<file path="config.mk">
export PLATFORM = sky130hd
export DESIGN_NAME = mpsoc_spram_axi4_master_flat
export DESIGN_NICKNAME = d
export VERILOG_FILES = /design/src/rtl/mpsoc_spram_axi4_master_if.sv /design/src/rtl/mpsoc_spram_axi4_master.sv /design/src/flat_wrapper.sv
export SDC_FILE = /design/constraint.sdc
export NUM_CORES = 1
export LEC_CHECK = 0
export CAP_MARGIN = 20
export CORE_AREA = 2 2 245 247
export CTS_CLUSTER_DIAMETER = 200
export DETAILED_ROUTE_END_ITERATION = 10
export DIE_AREA = 0 0 247 249
export GPL_ROUTABILITY_DRIVEN = 0
export SLEW_MARGIN = 40
export SYNTH_ARGS = -nofsm -noshare
export SYNTH_HDL_FRONTEND = slang
export SYNTH_SLANG_ARGS = --single-unit
</file>
<file path="constraint.sdc">
create_clock -name clk_i -period 1.55 [get_ports clk_i]
set_clock_uncertainty 0.05 [all_clocks]
set_input_delay 0.31 -clock clk_i [delete_from_list [all_inputs] [get_ports clk_i]]
set_output_delay 0.31 -clock clk_i [all_outputs]
set_load 0.01 [all_outputs]
</file>
<file path="src/rtl/mpsoc_spram_axi4_master_if.sv">
// AXI4 bundle used by mpsoc_spram_axi4_master.
// The master modport drives AW/W/AR and the B/R ready signals.
interface mpsoc_spram_axi4_master_if #(
  parameter int ID_WIDTH   = 10,
  parameter int ADDR_WIDTH = 64,
  parameter int DATA_WIDTH = 64,
  parameter int STRB_WIDTH = 8,
  parameter int USER_WIDTH = 10
) ();
  logic                  aw_valid;
  logic                  aw_ready;
  logic [ID_WIDTH-1:0]   aw_id;
  logic [ADDR_WIDTH-1:0] aw_addr;
  logic [7:0]            aw_len;
  logic [2:0]            aw_size;
  logic [1:0]            aw_burst;
  logic                  aw_lock;
  logic [3:0]            aw_cache;
  logic [2:0]            aw_prot;
  logic [3:0]            aw_qos;
  logic [3:0]            aw_region;
  logic [USER_WIDTH-1:0] aw_user;

  logic                  w_valid;
  logic                  w_ready;
  logic [DATA_WIDTH-1:0] w_data;
  logic [STRB_WIDTH-1:0] w_strb;
  logic                  w_last;
  logic [USER_WIDTH-1:0] w_user;

  logic                  b_valid;
  logic                  b_ready;
  logic [ID_WIDTH-1:0]   b_id;
  logic [1:0]            b_resp;
  logic [USER_WIDTH-1:0] b_user;

  logic                  ar_valid;
  logic                  ar_ready;
  logic [ID_WIDTH-1:0]   ar_id;
  logic [ADDR_WIDTH-1:0] ar_addr;
  logic [7:0]            ar_len;
  logic [2:0]            ar_size;
  logic [1:0]            ar_burst;
  logic                  ar_lock;
  logic [3:0]            ar_cache;
  logic [2:0]            ar_prot;
  logic [3:0]            ar_qos;
  logic [3:0]            ar_region;
  logic [USER_WIDTH-1:0] ar_user;

  logic                  r_valid;
  logic                  r_ready;
  logic [ID_WIDTH-1:0]   r_id;
  logic [DATA_WIDTH-1:0] r_data;
  logic [1:0]            r_resp;
  logic                  r_last;
  logic [USER_WIDTH-1:0] r_user;

  modport master (
    output aw_valid, aw_id, aw_addr, aw_len, aw_size, aw_burst,
    output aw_lock, aw_cache, aw_prot, aw_qos, aw_region, aw_user,
    input  aw_ready,
    output w_valid, w_data, w_strb, w_last, w_user,
    input  w_ready,
    input  b_valid, b_id, b_resp, b_user,
    output b_ready,
    output ar_valid, ar_id, ar_addr, ar_len, ar_size, ar_burst,
    output ar_lock, ar_cache, ar_prot, ar_qos, ar_region, ar_user,
    input  ar_ready,
    input  r_valid, r_id, r_data, r_resp, r_last, r_user,
    output r_ready
  );

  modport slave (
    input  aw_valid, aw_id, aw_addr, aw_len, aw_size, aw_burst,
    input  aw_lock, aw_cache, aw_prot, aw_qos, aw_region, aw_user,
    output aw_ready,
    input  w_valid, w_data, w_strb, w_last, w_user,
    output w_ready,
    output b_valid, b_id, b_resp, b_user,
    input  b_ready,
    input  ar_valid, ar_id, ar_addr, ar_len, ar_size, ar_burst,
    input  ar_lock, ar_cache, ar_prot, ar_qos, ar_region, ar_user,
    output ar_ready,
    output r_valid, r_id, r_data, r_resp, r_last, r_user,
    input  r_ready
  );
endinterface

</file>
<file path="src/rtl/mpsoc_spram_axi4_master.sv">
// Native req/gnt/rvalid port to single-beat AXI4 master.
// One transaction in flight; response returns as a one-cycle rvalid pulse.
module mpsoc_spram_axi4_master #(
  parameter int AXI_ID_WIDTH   = 10,
  parameter int AXI_ADDR_WIDTH = 64,
  parameter int AXI_DATA_WIDTH = 64,
  parameter int AXI_STRB_WIDTH = 8,
  parameter int AXI_USER_WIDTH = 10,
  parameter int MASTER_ID      = 0
) (
  input  logic                      clk_i,
  input  logic                      rst_ni,
  input  logic                      req_i,
  input  logic                      we_i,
  input  logic [AXI_ADDR_WIDTH-1:0] addr_i,
  input  logic [AXI_STRB_WIDTH-1:0] be_i,
  input  logic [AXI_DATA_WIDTH-1:0] data_i,
  output logic                      gnt_o,
  output logic                      rvalid_o,
  output logic [AXI_DATA_WIDTH-1:0] rdata_o,
  output logic                      err_o,
  mpsoc_spram_axi4_master_if.master axi
);

  localparam logic [2:0] SIZE = 3'($clog2(AXI_STRB_WIDTH));
  localparam logic [AXI_ID_WIDTH-1:0] ID = AXI_ID_WIDTH'(MASTER_ID);

  typedef enum logic [2:0] {
    IDLE,
    WR,
    WAIT_B,
    AR,
    WAIT_R
  } state_t;

  state_t state;
  state_t state_n;

  logic [AXI_ADDR_WIDTH-1:0] addr_q;
  logic [AXI_STRB_WIDTH-1:0] be_q;
  logic [AXI_DATA_WIDTH-1:0] data_q;
  logic [AXI_DATA_WIDTH-1:0] rdata_q;
  logic aw_done;
  logic aw_done_n;
  logic w_done;
  logic w_done_n;
  logic rvalid_q;
  logic err_q;

  logic gnt;
  logic aw_valid;
  logic w_valid;
  logic b_ready;
  logic ar_valid;
  logic r_ready;
  logic done;
  logic err_n;
  logic cap;

  always_comb begin
    state_n   = state;
    aw_done_n = aw_done;
    w_done_n  = w_done;
    gnt       = 1'b0;
    aw_valid  = 1'b0;
    w_valid   = 1'b0;
    b_ready   = 1'b0;
    ar_valid  = 1'b0;
    r_ready   = 1'b0;
    done      = 1'b0;
    err_n     = 1'b0;
    cap       = 1'b0;
    unique case (state)
      IDLE: begin
        gnt       = req_i;
        aw_done_n = 1'b0;
        w_done_n  = 1'b0;
        if (req_i) begin
          state_n = we_i ? WR : AR;
        end
      end
      WR: begin
        aw_valid = !aw_done;
        w_valid  = !w_done;
        if (aw_valid && axi.aw_ready) begin
          aw_done_n = 1'b1;
        end
        if (w_valid && axi.w_ready) begin
          w_done_n = 1'b1;
        end
        // B is only accepted once both AW and W have gone out
        if (aw_done_n && w_done_n) begin
          state_n = WAIT_B;
        end
      end
      WAIT_B: begin
        b_ready = 1'b1;
        if (axi.b_valid) begin
          state_n = IDLE;
          done    = 1'b1;
          err_n   = axi.b_resp[1];
        end
      end
      AR: begin
        ar_valid = 1'b1;
        if (axi.ar_ready) begin
          state_n = WAIT_R;
        end
      end
      WAIT_R: begin
        r_ready = 1'b1;
        if (axi.r_valid) begin
          state_n = IDLE;
          done    = 1'b1;
          err_n   = axi.r_resp[1];
          cap     = 1'b1;
        end
      end
      default: begin
        state_n = IDLE;
      end
    endcase
  end

  always_ff @(posedge clk_i or negedge rst_ni) begin
    if (!rst_ni) begin
      state <= IDLE;
    end else begin
      state <= state_n;
    end
  end

  always_ff @(posedge clk_i or negedge rst_ni) begin
    if (!rst_ni) begin
      aw_done <= 1'b0;
      w_done  <= 1'b0;
    end else begin
      aw_done <= aw_done_n;
      w_done  <= w_done_n;
    end
  end

  always_ff @(posedge clk_i or negedge rst_ni) begin
    if (!rst_ni) begin
      addr_q <= '0;
      be_q   <= '0;
      data_q <= '0;
    end else if (gnt) begin
      addr_q <= addr_i;
      be_q   <= be_i;
      data_q <= data_i;
    end
  end

  always_ff @(posedge clk_i or negedge rst_ni) begin
    if (!rst_ni) begin
      rvalid_q <= 1'b0;
      err_q    <= 1'b0;
      rdata_q  <= '0;
    end else begin
      rvalid_q <= done;
      err_q    <= err_n;
      if (cap) begin
        rdata_q <= axi.r_data;
      end
    end
  end

  assign gnt_o    = gnt;
  assign rvalid_o = rvalid_q;
  assign err_o    = err_q;
  assign rdata_o  = rdata_q;

  assign axi.aw_valid  = aw_valid;
  assign axi.aw_id     = ID;
  assign axi.aw_addr   = addr_q;
  assign axi.aw_len    = 8'd0;
  assign axi.aw_size   = SIZE;
  assign axi.aw_burst  = 2'b01;
  assign axi.aw_lock   = 1'b0;
  assign axi.aw_cache  = 4'b0010;
  assign axi.aw_prot   = 3'b000;
  assign axi.aw_qos    = 4'd0;
  assign axi.aw_region = 4'd0;
  assign axi.aw_user   = '0;

  assign axi.w_valid = w_valid;
  assign axi.w_data  = data_q;
  assign axi.w_strb  = be_q;
  assign axi.w_last  = 1'b1;
  assign axi.w_user  = '0;

  assign axi.b_ready = b_ready;

  assign axi.ar_valid  = ar_valid;
  assign axi.ar_id     = ID;
  assign axi.ar_addr   = addr_q;
  assign axi.ar_len    = 8'd0;
  assign axi.ar_size   = SIZE;
  assign axi.ar_burst  = 2'b01;
  assign axi.ar_lock   = 1'b0;
  assign axi.ar_cache  = 4'b0010;
  assign axi.ar_prot   = 3'b000;
  assign axi.ar_qos    = 4'd0;
  assign axi.ar_region = 4'd0;
  assign axi.ar_user   = '0;

  assign axi.r_ready = r_ready;

  logic unused;
  assign unused = ^{axi.b_id, axi.b_user, axi.b_resp[0],
                    axi.r_id, axi.r_user, axi.r_resp[0],
                    axi.r_last};

endmodule

</file>
<file path="src/flat_wrapper.sv">
// flat-port wrapper written by rule: the top's interface ports become plain ports
module mpsoc_spram_axi4_master_flat 
#(
  parameter int AXI_ID_WIDTH   = 10,
  parameter int AXI_ADDR_WIDTH = 64,
  parameter int AXI_DATA_WIDTH = 64,
  parameter int AXI_STRB_WIDTH = 8,
  parameter int AXI_USER_WIDTH = 10,
  parameter int MASTER_ID      = 0
)
  (clk_i, rst_ni, req_i, we_i, addr_i, be_i, data_i, gnt_o, rvalid_o, rdata_o, err_o, axi_aw_valid, axi_aw_id, axi_aw_addr, axi_aw_len, axi_aw_size, axi_aw_burst, axi_aw_lock, axi_aw_cache, axi_aw_prot, axi_aw_qos, axi_aw_region, axi_aw_user, axi_aw_ready, axi_w_valid, axi_w_data, axi_w_strb, axi_w_last, axi_w_user, axi_w_ready, axi_b_valid, axi_b_id, axi_b_resp, axi_b_user, axi_b_ready, axi_ar_valid, axi_ar_id, axi_ar_addr, axi_ar_len, axi_ar_size, axi_ar_burst, axi_ar_lock, axi_ar_cache, axi_ar_prot, axi_ar_qos, axi_ar_region, axi_ar_user, axi_ar_ready, axi_r_valid, axi_r_id, axi_r_data, axi_r_resp, axi_r_last, axi_r_user, axi_r_ready);
  mpsoc_spram_axi4_master_if #(.ID_WIDTH(10), .ADDR_WIDTH(64), .DATA_WIDTH(64), .STRB_WIDTH(8), .USER_WIDTH(10)) axi_i ();
  input  logic clk_i;
  input  logic rst_ni;
  input  logic req_i;
  input  logic we_i;
  input  logic [AXI_ADDR_WIDTH-1:0] addr_i;
  input  logic [AXI_STRB_WIDTH-1:0] be_i;
  input  logic [AXI_DATA_WIDTH-1:0] data_i;
  output logic gnt_o;
  output logic rvalid_o;
  output logic [AXI_DATA_WIDTH-1:0] rdata_o;
  output logic err_o;
  output wire logic [$bits(axi_i.aw_valid)-1:0] axi_aw_valid;
  output wire logic [$bits(axi_i.aw_id)-1:0] axi_aw_id;
  output wire logic [$bits(axi_i.aw_addr)-1:0] axi_aw_addr;
  output wire logic [$bits(axi_i.aw_len)-1:0] axi_aw_len;
  output wire logic [$bits(axi_i.aw_size)-1:0] axi_aw_size;
  output wire logic [$bits(axi_i.aw_burst)-1:0] axi_aw_burst;
  output wire logic [$bits(axi_i.aw_lock)-1:0] axi_aw_lock;
  output wire logic [$bits(axi_i.aw_cache)-1:0] axi_aw_cache;
  output wire logic [$bits(axi_i.aw_prot)-1:0] axi_aw_prot;
  output wire logic [$bits(axi_i.aw_qos)-1:0] axi_aw_qos;
  output wire logic [$bits(axi_i.aw_region)-1:0] axi_aw_region;
  output wire logic [$bits(axi_i.aw_user)-1:0] axi_aw_user;
  input wire logic [$bits(axi_i.aw_ready)-1:0] axi_aw_ready;
  output wire logic [$bits(axi_i.w_valid)-1:0] axi_w_valid;
  output wire logic [$bits(axi_i.w_data)-1:0] axi_w_data;
  output wire logic [$bits(axi_i.w_strb)-1:0] axi_w_strb;
  output wire logic [$bits(axi_i.w_last)-1:0] axi_w_last;
  output wire logic [$bits(axi_i.w_user)-1:0] axi_w_user;
  input wire logic [$bits(axi_i.w_ready)-1:0] axi_w_ready;
  input wire logic [$bits(axi_i.b_valid)-1:0] axi_b_valid;
  input wire logic [$bits(axi_i.b_id)-1:0] axi_b_id;
  input wire logic [$bits(axi_i.b_resp)-1:0] axi_b_resp;
  input wire logic [$bits(axi_i.b_user)-1:0] axi_b_user;
  output wire logic [$bits(axi_i.b_ready)-1:0] axi_b_ready;
  output wire logic [$bits(axi_i.ar_valid)-1:0] axi_ar_valid;
  output wire logic [$bits(axi_i.ar_id)-1:0] axi_ar_id;
  output wire logic [$bits(axi_i.ar_addr)-1:0] axi_ar_addr;
  output wire logic [$bits(axi_i.ar_len)-1:0] axi_ar_len;
  output wire logic [$bits(axi_i.ar_size)-1:0] axi_ar_size;
  output wire logic [$bits(axi_i.ar_burst)-1:0] axi_ar_burst;
  output wire logic [$bits(axi_i.ar_lock)-1:0] axi_ar_lock;
  output wire logic [$bits(axi_i.ar_cache)-1:0] axi_ar_cache;
  output wire logic [$bits(axi_i.ar_prot)-1:0] axi_ar_prot;
  output wire logic [$bits(axi_i.ar_qos)-1:0] axi_ar_qos;
  output wire logic [$bits(axi_i.ar_region)-1:0] axi_ar_region;
  output wire logic [$bits(axi_i.ar_user)-1:0] axi_ar_user;
  input wire logic [$bits(axi_i.ar_ready)-1:0] axi_ar_ready;
  input wire logic [$bits(axi_i.r_valid)-1:0] axi_r_valid;
  input wire logic [$bits(axi_i.r_id)-1:0] axi_r_id;
  input wire logic [$bits(axi_i.r_data)-1:0] axi_r_data;
  input wire logic [$bits(axi_i.r_resp)-1:0] axi_r_resp;
  input wire logic [$bits(axi_i.r_last)-1:0] axi_r_last;
  input wire logic [$bits(axi_i.r_user)-1:0] axi_r_user;
  output wire logic [$bits(axi_i.r_ready)-1:0] axi_r_ready;
  assign axi_aw_valid = axi_i.aw_valid;
  assign axi_aw_id = axi_i.aw_id;
  assign axi_aw_addr = axi_i.aw_addr;
  assign axi_aw_len = axi_i.aw_len;
  assign axi_aw_size = axi_i.aw_size;
  assign axi_aw_burst = axi_i.aw_burst;
  assign axi_aw_lock = axi_i.aw_lock;
  assign axi_aw_cache = axi_i.aw_cache;
  assign axi_aw_prot = axi_i.aw_prot;
  assign axi_aw_qos = axi_i.aw_qos;
  assign axi_aw_region = axi_i.aw_region;
  assign axi_aw_user = axi_i.aw_user;
  assign axi_i.aw_ready = axi_aw_ready;
  assign axi_w_valid = axi_i.w_valid;
  assign axi_w_data = axi_i.w_data;
  assign axi_w_strb = axi_i.w_strb;
  assign axi_w_last = axi_i.w_last;
  assign axi_w_user = axi_i.w_user;
  assign axi_i.w_ready = axi_w_ready;
  assign axi_i.b_valid = axi_b_valid;
  assign axi_i.b_id = axi_b_id;
  assign axi_i.b_resp = axi_b_resp;
  assign axi_i.b_user = axi_b_user;
  assign axi_b_ready = axi_i.b_ready;
  assign axi_ar_valid = axi_i.ar_valid;
  assign axi_ar_id = axi_i.ar_id;
  assign axi_ar_addr = axi_i.ar_addr;
  assign axi_ar_len = axi_i.ar_len;
  assign axi_ar_size = axi_i.ar_size;
  assign axi_ar_burst = axi_i.ar_burst;
  assign axi_ar_lock = axi_i.ar_lock;
  assign axi_ar_cache = axi_i.ar_cache;
  assign axi_ar_prot = axi_i.ar_prot;
  assign axi_ar_qos = axi_i.ar_qos;
  assign axi_ar_region = axi_i.ar_region;
  assign axi_ar_user = axi_i.ar_user;
  assign axi_i.ar_ready = axi_ar_ready;
  assign axi_i.r_valid = axi_r_valid;
  assign axi_i.r_id = axi_r_id;
  assign axi_i.r_data = axi_r_data;
  assign axi_i.r_resp = axi_r_resp;
  assign axi_i.r_last = axi_r_last;
  assign axi_i.r_user = axi_r_user;
  assign axi_r_ready = axi_i.r_ready;
  mpsoc_spram_axi4_master #(.AXI_ID_WIDTH(AXI_ID_WIDTH), .AXI_ADDR_WIDTH(AXI_ADDR_WIDTH), .AXI_DATA_WIDTH(AXI_DATA_WIDTH), .AXI_STRB_WIDTH(AXI_STRB_WIDTH), .AXI_USER_WIDTH(AXI_USER_WIDTH), .MASTER_ID(MASTER_ID)) u_core (.clk_i(clk_i), .rst_ni(rst_ni), .req_i(req_i), .we_i(we_i), .addr_i(addr_i), .be_i(be_i), .data_i(data_i), .gnt_o(gnt_o), .rvalid_o(rvalid_o), .rdata_o(rdata_o), .err_o(err_o), .axi(axi_i));
endmodule
</file>
# Yosys cells after proc, flatten, opt, wreduce, memory -nomap -nowiden
# Index checks and enable logic that the tools add are counted.
[totals]
regBits = 207
elab_cells = 52
[op_classes]
eq_ne = 9
mux = 26
n_reduce_logical = 8
[op_table]
columns = ["cell", "count"]
rows = [
  ["1-bit two-way mux", 15],
  ["3-bit two-way mux", 5],
  ["3-bit one-hot mux with 5 select lines", 1],
  ["2-bit inequality test (second input constant)", 4],
  ["1-bit one-hot mux with 2 select lines", 4],
  ["3-bit by 2-bit == test with 1-bit output (second input constant)", 2],
  ["5-bit AND reduction", 1],
  ["3-bit by 1-bit == test with 1-bit output (second input constant)", 1],
  ["3-bit == test (second input constant)", 1],
  ["1-bit logical AND", 3],
  ["3-bit zero test", 1],
  ["1-bit zero test", 2],
  ["2-bit two-way mux", 1],
  ["2-bit by 1-bit inequality test with 1-bit output (second input constant)", 1],
  ["2-bit nonzero test", 1],
]

# Logic depth before layout (Yosys ltp)
# Gate-level depths: netlist (run 1).
[depth]
depth_word = 7
mapped_depth = 6
mapped_depth_nobuf = 3

# Worst setup path before layout (run 1)
# No wires, ideal clock.
[synth_timing]
path_type = "flip-flop to flip-flop"
from = "reg u_core.state[1]"
to = "reg u_core.addr_q[15] (netlist: u_core.axi.ar_addr[15])"
setup_time_ps = 125
t_arrival_ps = 1470
t_required_ps = 1375
setup_slack_ps = -95
stages_incl_launch_ff = 5
synth_period_minus_slack_ps = 1645
path_cell_list = "dfrtp_1 nor4b_4 buf_4 buf_6 mux2_2"
[synth_between]
elab_chain_cells = 2
[synth_rtl]
columns = ["element", "line_no", "text"]
rows = [
  ["start: declaration", "mpsoc_spram_axi4_master.sv:36", "state_t state;"],
  ["start signal: assignment", "mpsoc_spram_axi4_master.sv:129", "state <= state_n;"],
  ["3-bit zero test", "mpsoc_spram_axi4_master.sv:73", "unique case (state)"],
  ["1-bit two-way mux", "mpsoc_spram_axi4_master.sv:73", ""],
  ["end signal: assignment", "mpsoc_spram_axi4_master.sv:149", "addr_q <= addr_i;"],
  ["end: declaration", "mpsoc_spram_axi4_master.sv:39", "logic [AXI_ADDR_WIDTH-1:0] addr_q;"],
]
# No other way between the ends.
# A chain may end at the register's enable or synchronous reset.

# Worst setup path after layout (run 1)
[layout_timing]
from = "reg u_core.state[1]"
to = "reg u_core.be_q[4] (netlist: u_core.axi.w_strb[4])"
[layout_between]
elab_chain_cells = 2
[layout_rtl]
columns = ["element", "line_no", "text"]
rows = [
  ["3-bit zero test", "mpsoc_spram_axi4_master.sv:73", ""],
  ["1-bit two-way mux", "mpsoc_spram_axi4_master.sv:73", ""],
  ["end signal: assignment", "mpsoc_spram_axi4_master.sv:150", "be_q <= be_i;"],
  ["end: declaration", "mpsoc_spram_axi4_master.sv:40", "logic [AXI_STRB_WIDTH-1:0] be_q;"],
]
# No other way between the ends.

==> metrics, run 1 <==
Horiz. Die Dim=247 um; CTS tree=done; drt via density=roughly 3.4; Rows=89; wire per inst=between 15 and 20 um; core area=58700 um^2; Static Leak=7.19 nW; Buffers on Ports=482; Routed WL=~30000 um; CTS Sinks=207; cell area after layout=approximately 15000 um^2; IO Pins=~640; Finished Layout Cells=1970; Crit path required time=around 1.9 ns; worst setup path startpoint=u_core.state[1]$_DFFE_PN0P_; Gate Count Post-Synth=638; hold crit path type=input pin to async pin; Initial Utilization=15.7%; grt ovf=0; Clock Latency Late Sink=0.57 ns; Cell Area, Placed=14400 um^2; hpwl dp=21200 um; Vias=6657; drc violations=0; Total GRT Usage=9.37%; Pwr Total=29.5 mW; status=finished with violations; initial antenna violation count=0; layout cell share with drive strength beyond 1=54.4%; Synth Cell Area=9190 um^2; violated checks=setup timing; H-tree depth=1; Post-Place Cells=1858; CTS max path bufs=3; Worst slew margin=66.1%; RSZ-0062 raised after global routing=true; Final Slew Violations=0; Clk Tree Root Cell=clkbuf_16; die outline height=249 um; vias in the first global route=~7200; Yosys cell types=27; setup ws final=-0.536 ns; Reg clk slew, reported paths=0.06 ns; commonest non-fill, non-tap cells in the layout=clkdlybuf4s50_1 (209), buf_2 (205), dfrtp_1 (204), mux2_2 (172), conb_1 (109); nets@finish=1435; most common cell after layout, fill and taps aside=clkdlybuf4s50_1; sequential fraction of the synthesis area=56.4%; initial DRC count=119; First-pass DRT Iterations=4; Syn Area/Cell=14.4 um^2; r2r startpoint=u_core.state[1]$_DFFE_PN0P_; Hold WS=~0.22 ns; Layout area overhead=66.6%; Post-Route Utilization=26.1%; Tmin final=2.09 ns; CTS Buf Count=25; WS Path Type=flop to flop; Worst setup SP type=flop; crit path capture type=flop; Final Hold Fails=0; pin count of the biggest net entering global routing=52; number of antenna-violating nets in the routed design=0; peak fanout along the critical path=7; Slew @ Worst Pin=0.509 ns; period utilization=135%; Ant. Diodes=0; global-route wire length before repair=44500 um; WP data arrival=approximately 2.5 ns; full die area=61500 um^2; # setup viols final=221; Peak VDD IR=1.04 mV; max capacitance violation total=0; FF+latch count, synth=207; pwr dens=1930 nW/um^2; yosys synthesis warning count=0; FMAX=479 MHz
-- report_power, final --
| part | internal (mW) | switching (mW) |
|---|---|---|
| clock network | 3.50 | 2.43 |
| logic | 8.17 | 5.79 |
| registers | 7.96 | 1.67 |
-- Yosys cell counts, drive strengths merged --
master,n,share of area (%)
nor4b,1,0.26
inv,2,0.082
and3,1,0.12
o21ai,1,0.054
o32a,1,0.11
a32o,1,0.11
mux2i,1,0.11
buf,197,17
o31ai,1,0.082
nand2b,1,0.068
and2,2,0.14
mux2,200,25
nor4,1,0.068
conb,2,0.082
a21o,2,0.16
or4b,1,0.11
nand2,1,0.041
a22o,1,0.095
or3b,1,0.095
a21oi,3,0.16
nor2,4,0.16
nor2b,3,0.20
nor3,3,0.16
dfrtp,207,56
-- cell type report --
cell class | instances | area (um^2)
multi-input combinational | 340 | 3040
clock inverter | 11 | 113
sequential | 207 | 5180
clock buffer | 32 | 702
timing repair buffer | 605 | 5300
inverter | 2 | 7.51
fill | 6166 | 43400
tap | 773 | 967
-- state kept, by name (all words and copies together) (netlist names) --
register	cells
u_core.axi.w_data	64
u_core.rvalid_o	1
u_core.aw_done	1
u_core.axi.ar_addr	64
u_core.err_o	1
u_core.state	3
u_core.axi.w_strb	8
u_core.w_done	1
u_core.rdata_o	64
-- kinds of logic (layout without fill, tap and decap cells) --
group	after synthesis	after routing	synth area share, %
DFF	207	207	56.4
muxes	201	201	24.7
buffers and inverters	199	650	16.7
and+or+nand+nor	19	20	1.43
AOI/OAI and AO/OA	10	10	0.776
other	2	109	0.0817
-- critical path, cell delays in order (launching register included) --
cell	delay, ns
dfrtp_2	0.44
buf_12	0.14
nor4b_4	0.28
buf_4	0.21
buf_12	0.14
buf_12	0.11
buf_12	0.10
buf_16	0.13
mux2_2	0.33
-- worst paths after layout --
check | cells after the start | slack, ns | endpoint
max | 8 | -0.54 | u_core.axi.w_strb[4]$_DFFE_PN0P_
min | 2 | 0.22 | u_core.rdata_o[40]$_DFFE_PN0P_
max reg2reg | 8 | -0.54 | u_core.axi.w_strb[4]$_DFFE_PN0P_
min reg2reg | 1 | 0.45 | u_core.axi.w_strb[0]$_DFFE_PN0P_
max in group asynchronous | 3 | 0.61 | u_core.axi.ar_addr[47]$_DFFE_PN0P_
min in group clk_i | 2 | 0.30 | u_core.err_o$_DFF_PN0_
-- routing by layer --
metal  vias up  wire length (um)  GRT usage [%]
met4         0              1010           3.13
met5         -                 0              0
met1      3296             10700           9.84
li1       2975                 -              -
met2       340             15900           17.2
met3        46              2840           3.23
-- timing repair --
item	CTS	global route
buffers inserted	74	11
pin swaps	4	3
resized for setup	1209	47
setup endpoints to repair	476	287
endpoints found under the hold margin	32	0
gates cloned	9	0
hold buffers	1	0
-- metrics by stage --
stage / setup slack, ns / setup TNS [ns]
3_3_place_gp: -0.581 / -91.59
5_1_grt: -0.597 / -93.14
2_1_floorplan: -0.0654 / -8.85
4_1_cts: -0.531 / -81.71
3_5_place_dp: -0.618 / -99.06
6_report: -0.536 / -79.27
No activity file was read; power rests on OpenSTA's default activity.
==> run 2, diff against run 1 <==
Settings changed: ABC_AREA set to 1, CORE_AREA 2 2 245 247 to 2 2 244 246, DIE_AREA 0 0 247 249 to 0 0 246 248.
==> metrics, run 2 <==
setup ws final=-0.476 ns (was -0.536 ns); Synth Cell Area=9410 um^2 (was 9190 um^2); drt via density=3.59 (was 3.38); wire per inst=14.8 um (was 15.4 um); H-tree depth=1 (unchanged); period utilization=131% (was 135%); WP data arrival=1.67 ns (was 2.45 ns); max capacitance violation total=0 (unchanged); leading area contributor after synthesis=dfrtp_1 (unchanged); commonest non-fill, non-tap cells in the layout=nand2_1 (541), clkdlybuf4s50_1 (208), dfrtp_1 (199), buf_2 (163), conb_1 (109) (was clkdlybuf4s50_1 (209), buf_2 (205), dfrtp_1 (204), mux2_2 (172), conb_1 (109)); initial DRC count=303 (was 119); most common cell after layout, fill and taps aside=nand2_1 (was clkdlybuf4s50_1); full die area=61000 um^2 (was 61500 um^2); IO Pins=635 (unchanged); slowest cell delay on critical path=0.43 ns (was 0.44 ns); Gate power share=48.7% (was 47.3%); Final Hold Fails=0 (unchanged); top cells by count, synth=nand2_1 (551), dfrtp_1 (207), buf_4 (191) (was dfrtp_1 (207), mux2_2 (198), buf_4 (177)); clock power share=19.0% (was 20.1%); worst slack at placement=-0.296 ns (was -0.618 ns); nets@finish=1855 (was 1435); global-route wire length before repair=50200 um (was 44500 um); CTS Sinks=207 (unchanged); Syn Area/Cell=8.68 um^2 (was 14.4 um^2); Setup TNS=-43.82 ns (was -79.27 ns); peak fanout along the critical path=4 (was 7); vias in the first global route=8533 (was 7240); sequential share of power=32.3% (was 32.6%); Layout area overhead=65.1% (was 66.6%); cell depth of the worst flop-to-flop path=10 (was 8); Buffers on Ports=482 (unchanged); Total GRT Usage=10.7% (was 9.37%); CTS tree=done (unchanged); Yosys cell types=16 (was 27); Reg2Reg Capture Point=u_core.rdata_o[48]$_DFFE_PN0P_ (was u_core.axi.w_strb[4]$_DFFE_PN0P_); Final Slew Violations=0 (unchanged); status=finished with violations (unchanged); Hold Path Sink=u_core.state[2]$_DFFE_PN0P_; WS Path Type=flop to primary output (was flop to flop); Reg clk slew, reported paths=0.06 ns (about the same); RSZ-0062 raised after global routing=true (unchanged); grt ovf=0 (unchanged); Slowest-stage cell, CP=dfrtp_2 (unchanged); Gate Count Post-Synth=1084 (was 638); Initial Utilization=16.1% (was 15.7%); hold crit path type=input pin to flop (was input pin to async pin); die outline height=248 um (was 249 um); Static Leak=8.11 nW (was 7.19 nW); Rows=89 (unchanged); dominant cells by area after synthesis=dfrtp_1 (55%), nand2_1 (22%), buf_4 (15%), nand3_1 (3.9%), buf_6 (1.2%) (was dfrtp_1 (56%), mux2_2 (24%), buf_4 (14%), buf_6 (1.8%), mux2_4 (0.33%)); CTS Buf Count=25 (unchanged); crit path capture type=primary output (was flop); sequential fraction of the synthesis area=55.1% (was 56.4%); Worst setup SP type=flop (unchanged); Net Sw Frac=38.2% (was 33.5%); FMAX=494 MHz (was 479 MHz); crit-path cells=nor2_4 -> buf_6 -> inv_4 -> nor3_4 -> buf_12 -> buf_8 (was buf_12 -> nor4b_4 -> buf_4 -> buf_12 -> buf_12 -> buf_12 -> buf_16 -> mux2_2); CTS max path bufs=3 (unchanged); Clock Latency Late Sink=0.55 ns (was 0.57 ns); pwr dens=1930 nW/um^2 (about the same); FF-to-FF setup slack=-0.27 ns (was -0.54 ns); P_int=18.5 mW (was 19.6 mW); number of antenna-violating nets in the routed design=0 (unchanged); Routed WL=35400 um (was 30400 um); r2r startpoint=u_core.state[0]$_DFFE_PN0P_ (was u_core.state[1]$_DFFE_PN0P_); hold path cells=4; drc violations=0 (unchanged); Clk Tree Root Cell=clkbuf_16 (unchanged); # setup viols final=219 (was 221); Horiz. Die Dim=246 um (was 247 um); Async SR Flop Fraction=100% (unchanged); Synth top area share=55.1% (was 56.4%); violated checks=setup timing (unchanged); HP Start=axi_r_valid; yosys synthesis warning count=0 (unchanged); layout cell share with drive strength beyond 1=27.6% (was 54.4%); count leader, synth=nand2_1 (was dfrtp_1); worst setup path startpoint=u_core.state[1]$_DFFE_PN0P_ (unchanged); Fillers=6318 (was 6166); hpwl dp=26600 um (was 21200 um); initial antenna violation count=8 (was 0); most used flip-flop cell after synthesis=dfrtp_1 (unchanged); First-pass DRT Iterations=4 (unchanged); Peak VDD IR=0.992 mV (was 1.04 mV); pin count of the biggest net entering global routing=51 (was 52); Slew @ Worst Pin=0.525 ns (was 0.509 ns); Crit path required time=1.19 ns (was 1.92 ns); Psw=11.5 mW (was 9.88 mW); Worst slew margin=65.0% (was 66.1%); number of synthesized flops with an enable pin=0 (unchanged); Tmin final=2.03 ns (was 2.09 ns); core area=58500 um^2 (was 58700 um^2); Vias=8592 (was 6657); FF+latch count, synth=207 (unchanged)
-- run 2: changes by cell type after synthesis, moves of 9 or more --
cell      change
clkbuf_1      +9
nand3_1      +73
buf_4        +14
buf_2        +10
nand2_1     +550
mux2_2      -198
-- run 2: cells by family (layout without fill, tap and decap cells) --
| logic type | count (synthesis) | in the layout | synth area share, % |
|---|---|---|---|
| AOI/OAI and AO/OA | 5 | 5 | 0.266 |
| and+or+nand+nor | 635 | 635 | 26.6 |
| DFF | 207 | 207 | 55.1 |
| buffers and inverters | 235 | 659 | 18.0 |
| other | 2 | 111 | 0.0798 |
-- run 2: critical path: cells and delay by family, from the launching register on --
kind | cells | cell delay (ns)
buf+inv | 4 | 0.39
flops | 1 | 0.43
simple gates | 2 | 0.31
-- run 2: area by class of cell --
class                   instances  area [um^2]  share of cell area (%)
repair buffers                608         5530                    35.6
flip-flops and latches        207         5190                    33.4
multi-input cells             749         3020                    19.4
well taps                     773          967                    6.23
clock buffers                  30          664                    4.28
clock inverters                11          115                   0.741
inverters                      10         45.0                   0.290
diodes                          2         5.00                  0.0322
-- run 2: power groups by stage --
stage                     Clock (mW)  Sequential [mW]  Combinational [mW]
after floorplan                    0             10.7                5.64
after global placement             0             9.83                14.4
after detailed placement           0             9.91                14.6
after CTS                       5.94             9.67                14.6
after global routing            6.19             9.99                16.1
final                           5.70             9.69                14.6
-- run 2: layer usage --
metal  vias to the layer above  global-route usage (%)  part of all wire, %
met5                         -                       0                 0.14
met1                      4011                    11.5                   37
met3                        65                    4.41                   11
li1                       4073                       -                    -
met4                         8                    4.08                  3.4
met2                       435                    18.6                   48
-- run 2: timing repair --
item,CTS,global route
setup buffers,66,3
gates cloned,0,5
pin swaps,2,3
hold buffers,1,0
setup endpoints to repair,473,311
hold endpoints to repair,34,0
gates resized for setup,1126,23
-- run 2: how the worst max path moves through the flow --
stage	to	slack [ns]	cells past startpoint
finish	gnt_o	-0.48	6
global route	gnt_o	-0.58	6
CTS	gnt_o	-0.52	6
detailed placement	u_core.axi.ar_addr[37]$_DFFE_PN0P_	-0.30	8
global placement	u_core.axi.w_data[14]$_DFFE_PN0P_	-0.29	7
floorplan	gnt_o	0.05	5
-- run 2: stage by stage --
stage               hold slack (ns)  std cells  power, mW  util, %  area (um^2)
floorplan                   -0.0356       1191       16.3        -         9810
global placement              0.245       2273       24.3     24.8        14500
detailed placement            0.253       2273       24.5     24.8        14500
CTS                           0.115       2381       30.2     26.2        15300
global route                  0.154       2389       32.3     26.6        15500
finish                        0.184       2390       30.0     26.6        15500
